===== src/rtl/change_dispenser.sv =====
// Greedy coin-change dispenser: pays out quarters, dimes and nickels from a
// restockable inventory, one timed solenoid pulse per coin.
module change_dispenser #(
    parameter int PULSE_CYCLES = 4,
    parameter int GAP_CYCLES   = 2
) (
    input  logic       clk,
    input  logic       reset,
    input  logic       req_valid,
    input  logic [5:0] req_amount,
    output logic       req_ready,
    input  logic       restock,
    input  logic [5:0] restock_n,
    input  logic [5:0] restock_d,
    input  logic [5:0] restock_q,
    output logic       eject_n,
    output logic       eject_d,
    output logic       eject_q,
    output logic       busy,
    output logic       done,
    output logic       short,
    output logic [5:0] remaining,
    output logic [5:0] inv_n,
    output logic [5:0] inv_d,
    output logic [5:0] inv_q
);

    localparam logic [2:0] S_IDLE   = 3'd0;
    localparam logic [2:0] S_SELECT = 3'd1;
    localparam logic [2:0] S_PULSE  = 3'd2;
    localparam logic [2:0] S_GAP    = 3'd3;
    localparam logic [2:0] S_FINISH = 3'd4;

    localparam logic [1:0] C_NONE = 2'd0;
    localparam logic [1:0] C_N    = 2'd1;
    localparam logic [1:0] C_D    = 2'd2;
    localparam logic [1:0] C_Q    = 2'd3;

    localparam int MAX_CNT = (PULSE_CYCLES > GAP_CYCLES) ? PULSE_CYCLES : GAP_CYCLES;
    localparam int CW      = (MAX_CNT > 1) ? $clog2(MAX_CNT + 1) : 1;

    logic [2:0]    state_r;
    logic [1:0]    coin_r;
    logic [CW-1:0] cnt_r;
    logic [5:0]    rem_r;
    logic [5:0]    inv_n_r;
    logic [5:0]    inv_d_r;
    logic [5:0]    inv_q_r;
    logic          short_r;

    logic [1:0]    pick;
    logic          pick_short;
    logic [5:0]    pick_value;

    function automatic logic [5:0] sat_add(input logic [5:0] a, input logic [5:0] b);
        logic [6:0] s;
        s = {1'b0, a} + {1'b0, b};
        return s[6] ? 6'd63 : s[5:0];
    endfunction

    // Greedy choice for the current SELECT cycle, largest coin first.
    always_comb begin
        pick       = C_NONE;
        pick_short = 1'b0;
        pick_value = 6'd0;
        if (rem_r >= 6'd25 && inv_q_r != 6'd0) begin
            pick       = C_Q;
            pick_value = 6'd25;
        end else if (rem_r >= 6'd10 && inv_d_r != 6'd0) begin
            pick       = C_D;
            pick_value = 6'd10;
        end else if (rem_r >= 6'd5 && inv_n_r != 6'd0) begin
            pick       = C_N;
            pick_value = 6'd5;
        end else if (rem_r >= 6'd5) begin
            pick_short = 1'b1;
        end
    end

    always_ff @(posedge clk) begin
        if (reset) begin
            state_r <= S_IDLE;
            coin_r  <= C_NONE;
            cnt_r   <= '0;
            rem_r   <= 6'd0;
            inv_n_r <= 6'd0;
            inv_d_r <= 6'd0;
            inv_q_r <= 6'd0;
            short_r <= 1'b0;
        end else begin
            case (state_r)
                S_IDLE: begin
                    if (restock) begin
                        inv_n_r <= sat_add(inv_n_r, restock_n);
                        inv_d_r <= sat_add(inv_d_r, restock_d);
                        inv_q_r <= sat_add(inv_q_r, restock_q);
                    end
                    if (req_valid) begin
                        rem_r   <= req_amount;
                        short_r <= 1'b0;
                        state_r <= S_SELECT;
                    end
                end
                S_SELECT: begin
                    if (pick != C_NONE) begin
                        coin_r  <= pick;
                        rem_r   <= rem_r - pick_value;
                        cnt_r   <= '0;
                        state_r <= S_PULSE;
                        case (pick)
                            C_Q:     inv_q_r <= inv_q_r - 6'd1;
                            C_D:     inv_d_r <= inv_d_r - 6'd1;
                            default: inv_n_r <= inv_n_r - 6'd1;
                        endcase
                    end else begin
                        short_r <= pick_short;
                        state_r <= S_FINISH;
                    end
                end
                S_PULSE: begin
                    if (cnt_r == CW'(PULSE_CYCLES - 1)) begin
                        cnt_r   <= '0;
                        state_r <= (GAP_CYCLES > 0) ? S_GAP : S_SELECT;
                    end else begin
                        cnt_r <= cnt_r + 1'b1;
                    end
                end
                S_GAP: begin
                    if (cnt_r == CW'(GAP_CYCLES - 1)) begin
                        cnt_r   <= '0;
                        state_r <= S_SELECT;
                    end else begin
                        cnt_r <= cnt_r + 1'b1;
                    end
                end
                S_FINISH: begin
                    state_r <= S_IDLE;
                end
                default: begin
                    state_r <= S_IDLE;
                end
            endcase
        end
    end

    // Outputs decode straight from state so a reset edge drops them immediately.
    assign req_ready = (state_r == S_IDLE);
    assign busy      = (state_r != S_IDLE);
    assign eject_q   = (state_r == S_PULSE) && (coin_r == C_Q);
    assign eject_d   = (state_r == S_PULSE) && (coin_r == C_D);
    assign eject_n   = (state_r == S_PULSE) && (coin_r == C_N);
    assign done      = (state_r == S_FINISH);
    assign short     = (state_r == S_FINISH) && short_r;
    assign remaining = rem_r;
    assign inv_n     = inv_n_r;
    assign inv_d     = inv_d_r;
    assign inv_q     = inv_q_r;

endmodule

===== config.mk =====
export PLATFORM = sky130hd
export DESIGN_NAME = change_dispenser
export DESIGN_NICKNAME = d
export VERILOG_FILES = /design/src/rtl/change_dispenser.sv
export SDC_FILE = /design/constraint.sdc
export NUM_CORES = 1
export LEC_CHECK = 0
export ABC_AREA = 1
export BUFFER_PORTS_ARGS = -buffer_cell sky130_fd_sc_hd__buf_2
export CORE_UTILIZATION = 55
export CTS_BUF_LIST = sky130_fd_sc_hd__clkbuf_8
export DETAILED_ROUTE_END_ITERATION = 6
export GPL_TIMING_DRIVEN = 0
export PLACE_DENSITY = 0.79
export SLEW_MARGIN = 20
export SYNTH_ARGS = -nofsm -noshare
export SYNTH_HDL_FRONTEND = slang
export SYNTH_SLANG_ARGS = --single-unit
export TNS_END_PERCENT = 100

===== constraint.sdc =====
create_clock -name clk -period 3.6 [get_ports clk]
set_input_delay 0.72 -clock clk [delete_from_list [all_inputs] [get_ports clk]]
set_output_delay 0.72 -clock clk [all_outputs]
set_load 0.01 [all_outputs]

---- Yosys cells after proc, flatten, opt, wreduce, memory -nomap -nowiden ----
Cells that the tools add are included.
storage, ports and cells
  register bits after elaboration ......... 33
  input port bits ......................... 28
  output and inout port bits .............. 31
operators by class
  add/sub/neg operators ................... 8
  order comparisons ....................... 3
  equal/unequal tests ..................... 20
  multiplexer cells ....................... 40
  reductions and logical operators ........ 24
operator list
  operator               count
  $mux W6                14
  $pmux W6 S2            4
  $mux W3                8
  $add A6 B6 Y7          3
  $reduce_bool A6 Y1     3
  $sub A6 B1 Y6 const B  3
  $ne A2 B2 Y1 const B   6
  $pmux W3 S4            1
  $reduce_and A4 Y1      3
  $eq A3 B2 Y1 const B   3
  $pmux W3 S3            1
  $reduce_and A3 Y1      3
  $eq A2 B2 Y1 const B   4
  $logic_and A1 B1 Y1    7
  $mux W1                7
  $eq A3 B1 Y1 const B   2
  $ge A6 B3 Y1 const B   1
  $ge A6 B4 Y1 const B   1
  $ge A6 B5 Y1 const B   1
  $ne A2 B1 Y1 const B   3
  $reduce_bool A3 Y1     2
  $sub A6 B6 Y6          1
  $mux W5                1
  $mux W2                2
  other kinds (9)        11

---- Logic depth before layout (Yosys ltp) ----
  depth in word-level cells ............... 10
  gate-level depth with buffers ........... 19

---- Worst setup path after synthesis ----
OpenSTA, ideal clock, no wires.
  kind .................................... register to register
  from .................................... register inv_d_r[1], in the netlist inv_d[1]
  to ...................................... register rem_r[4], in the netlist remaining[4]
  library setup time ...................... 0.115 ns
  arrival time ............................ 2.325 ns
  data required time ...................... 3.485 ns
  setup slack ............................. 1.160 ns
  cell stages (with the launch flop) ...... 19
  buffers on the path ..................... 0
  period minus slack after synthesis ...... 2.440 ns
  cells stage by stage .................... dfxtp_1 -> inv_1 -> ha_1 -> inv_1 -> nor2_2 -> nand3_1 -> nand2_1 -> inv_1 -> o21ai_0 -> ha_1 -> inv_1 -> fa_1 -> nand3_1 -> nand3b_1 -> nand3_1 -> nand2_1 -> nand3b_1 -> nand2_1 -> nor2_1
between the ends
  cells in the longest elaborated chain, start to end .. 7
RTL lines
  element                             line  source
  start, declared                     47    logic [5:0] inv_d_r;
  start signal, assigned              95    inv_d_r <= sat_add(inv_d_r, restock_d);
  start signal, assigned              112   C_D: inv_d_r <= inv_d_r - 6'd1;
  $reduce_bool A6 Y1                  69    end else if (rem_r >= 6'd10 && inv_d_r != 6'd0) begin
  $logic_and A1 B1 Y1                 69
  $mux W2                             69
  $mux W2                             66    if (rem_r >= 6'd25 && inv_q_r != 6'd0) begin
  net pick[0]                         51    logic [1:0] pick;
  $reduce_bool A2 Y1                  105   if (pick != C_NONE) begin
  $ne A2 B2 Y1 (no source line)       n/a
  $reduce_and A3 Y1 (no source line)  n/a
  end signal, assigned                99    rem_r <= req_amount;
  end signal, assigned                107   rem_r <= rem_r - pick_value;
  end, declared                       45    logic [5:0] rem_r;
The timed path passes the listed nets, and every way through them passes these cells. The select of a mux whose other input is x is not followed.
A chain may end at the register's enable or synchronous reset.

---- Worst setup path after layout ----
  from .................................... register inv_d_r[0], in the netlist inv_d[0]
  to ...................................... register rem_r[4], in the netlist remaining[4]
The elaborated chain is that of the path after synthesis.

==> metrics.txt <==
status=completed; CTS buffer count=5; vias in the first global route=3207; Tmin final=2.89 ns; Initial Utilization=58.6%; M2 GR Usage=47.2%; cell area after synthesis=3320 µm²; share of layout cells above drive strength 1=18.7%; Sink Count=33; Area Growth Syn to Fin=13.8%; CTS tree=yes; Total Nets Final=645; CTS H-Tree Depth=2; leakage=2.03 nW; RSZ-0062 raised after global routing=false; synthesized flop and latch total=33; Top Ports=59; power per cell area=954 nW/µm²; first-pass GRT wire length=13900 µm; most used routing layer=met2; total gr overflow=0; largest net degree at the start of global routing=11; Yosys Warn Count=0; worst-margin pin slew=0.593 ns; die area=6360 µm²; Max Cap Violations=0; dpl hpwl=6230 µm; core region area=5680 µm²; met1 Use GR=35.0%; port bufs=57; cells after synthesis=518; hold buffers post-CTS=0; Worst EP required=3.78 ns; Detailed Routing Iterations Pass 1=5; wire length per cell=12.3 µm; syn avg cell area=6.42 µm²; fillers=551; Layout Skew=0.00695 ns; final WL=8090 µm; TNS Setup=0 ns; Slew HR=60.5%; Die Y=79.7 µm; max-slew violation count=0; commonest cells after routing, fill and taps aside=nand2_1 (149), inv_1 (61), buf_2 (61), nor2_1 (58), nand3_1 (35); Synth Net Count=581; sequential area share after synthesis=19.9%; clk slew on worst S/H paths=0.07 ns; clk_lat worst skew=0.28 ns; FP Rows=27; number of synthesized flops with an enable pin=0; most common cell after layout, fill and taps aside=nand2_1; max frequency=346 MHz; CP arrival=3.08 ns; DRT iter0 DRCs=171; ANT nets after route=0; initial antenna violation count=0; setup violators final=0; Distinct cells, synth=39; post_cts resized=0; kind of critical path=reg2reg; via count=3446; n_diodes=0; peak supply drop=583 µV; Async SR Flop Fraction=0%; met3 Resource Use GR=4.80%; Hold Violations, Final=0; Worst Hold Class=reg2reg; Top FF cell, synth=dfxtp_1; Root Buffer=clkbuf_8; Die W=79.7 µm; Critical Path Start Type=flip-flop; vias per inst=5.26; gpl congestion=0.904; Core Util, Final=66.6%; CP Max Fanout=5; # DRC=0; GRT Overall Usage=27.3%; CTS max path bufs=2; fin crit share=80.3%; post-CTS setup buffers=0; CP Capture Type=flip-flop
## worst paths after layout
| kind | from | to | slack [ns] | cells after the start |
|---|---|---|---|---|
| setup / recovery | inv_d[0]$_SDFFE_PP0P_ | remaining[4]$_SDFFE_PP0P_ | 0.71 | 18 |
| hold / removal | short_r$_SDFFE_PP0P_ | short_r$_SDFFE_PP0P_ | 0.47 | 2 |
| hold reg to reg | short_r$_SDFFE_PP0P_ | short_r$_SDFFE_PP0P_ | 0.47 | 2 |
| setup reg to reg | inv_d[0]$_SDFFE_PP0P_ | remaining[4]$_SDFFE_PP0P_ | 0.71 | 18 |
## power by group
| group | internal [mW] | switching [mW] |
|---|---|---|
| logic | 1.02 | 1.65 |
| clock network | 0.131 | 0.143 |
| registers | 0.499 | 0.163 |
| total | 1.65 | 1.95 |
## final cells by class
cell class / instances / area [µm²] / area share [%]
Buffer: 10 / 77.6 / 2.05
Tap cell: 72 / 90.1 / 2.38
Multi-Input combinational cell: 407 / 2330 / 61.6
Timing Repair Buffer: 57 / 285 / 7.54
Inverter: 68 / 255 / 6.75
Clock buffer: 5 / 68.8 / 1.82
Clock inverter: 3 / 13.8 / 0.364
Sequential cell: 33 / 661 / 17.5
## per-stage QoR
stage          std cells  setup slack [ns]  cell area, µm²  hold slack, ns  power (mW)
2_1_floorplan        518              1.16            3320           0.435        2.73
3_3_place_gp         647             0.803            3700           0.448        3.23
3_5_place_dp         647             0.780            3700           0.458        3.30
4_1_cts              655             0.740            3780           0.467        3.58
5_1_grt              655             0.438            3780           0.489        4.02
6_report             655             0.708            3780           0.467        3.61
## sequential cells by signal, summed over array words and instances, names as in the netlist
| signal | cells |
|---|---|
| inv_d | 6 |
| inv_n | 6 |
| inv_q | 6 |
| remaining | 6 |
| cnt_r | 3 |
| state_r | 3 |
| coin_r | 2 |
| short_r | 1 |
## critical path: stages, from the launching register on
cell and delay, ns:
dfxtp_1 0.36, inv_1 0.12, ha_1 0.18, inv_1 0.05
nor2_2 0.12, nand3_1 0.12, nand2_1 0.15, inv_1 0.06
o21ai_0 0.32, ha_1 0.22, inv_1 0.08, fa_1 0.42
nand3_1 0.12, nand3b_1 0.09, nand3_1 0.09, nand2_1 0.05
nand3b_1 0.15, nand2_1 0.07, nor2_1 0.04
## cells by family after synthesis
logic type / Yosys count / share of synthesized area [%]
AOI/OAI and AO/OA: 64 / 11.0
xor gates and xnor gates: 11 / 2.90
adders and majority gates: 35 / 14.1
buffers and inverters: 78 / 10.0
DFF: 33 / 19.9
and+or+nand+nor: 297 / 42.1
## synthesized netlist by cell type, types with 7 or more instances
cell type    n  area [µm²]
dfxtp_1     33         661
nor2_1      58         218
nor3_1      11        55.1
ha_1        31         388
nand3b_1     7        52.6
nor2_2       8        50.1
nand3_1     35         175
xor2_1       8        70.1
a21oi_1     33         165
o21ai_0     17        85.1
nand2_1    149         559
inv_1       60         225
nand4_1      7        43.8
## metal layers
layer	up-vias	wire [µm]
li1	1789	-
met1	1550	3780
met2	100	3840
met3	7	397
met4	0	70
met5	-	0
Note: power is estimated with default switching activity, not from simulation.
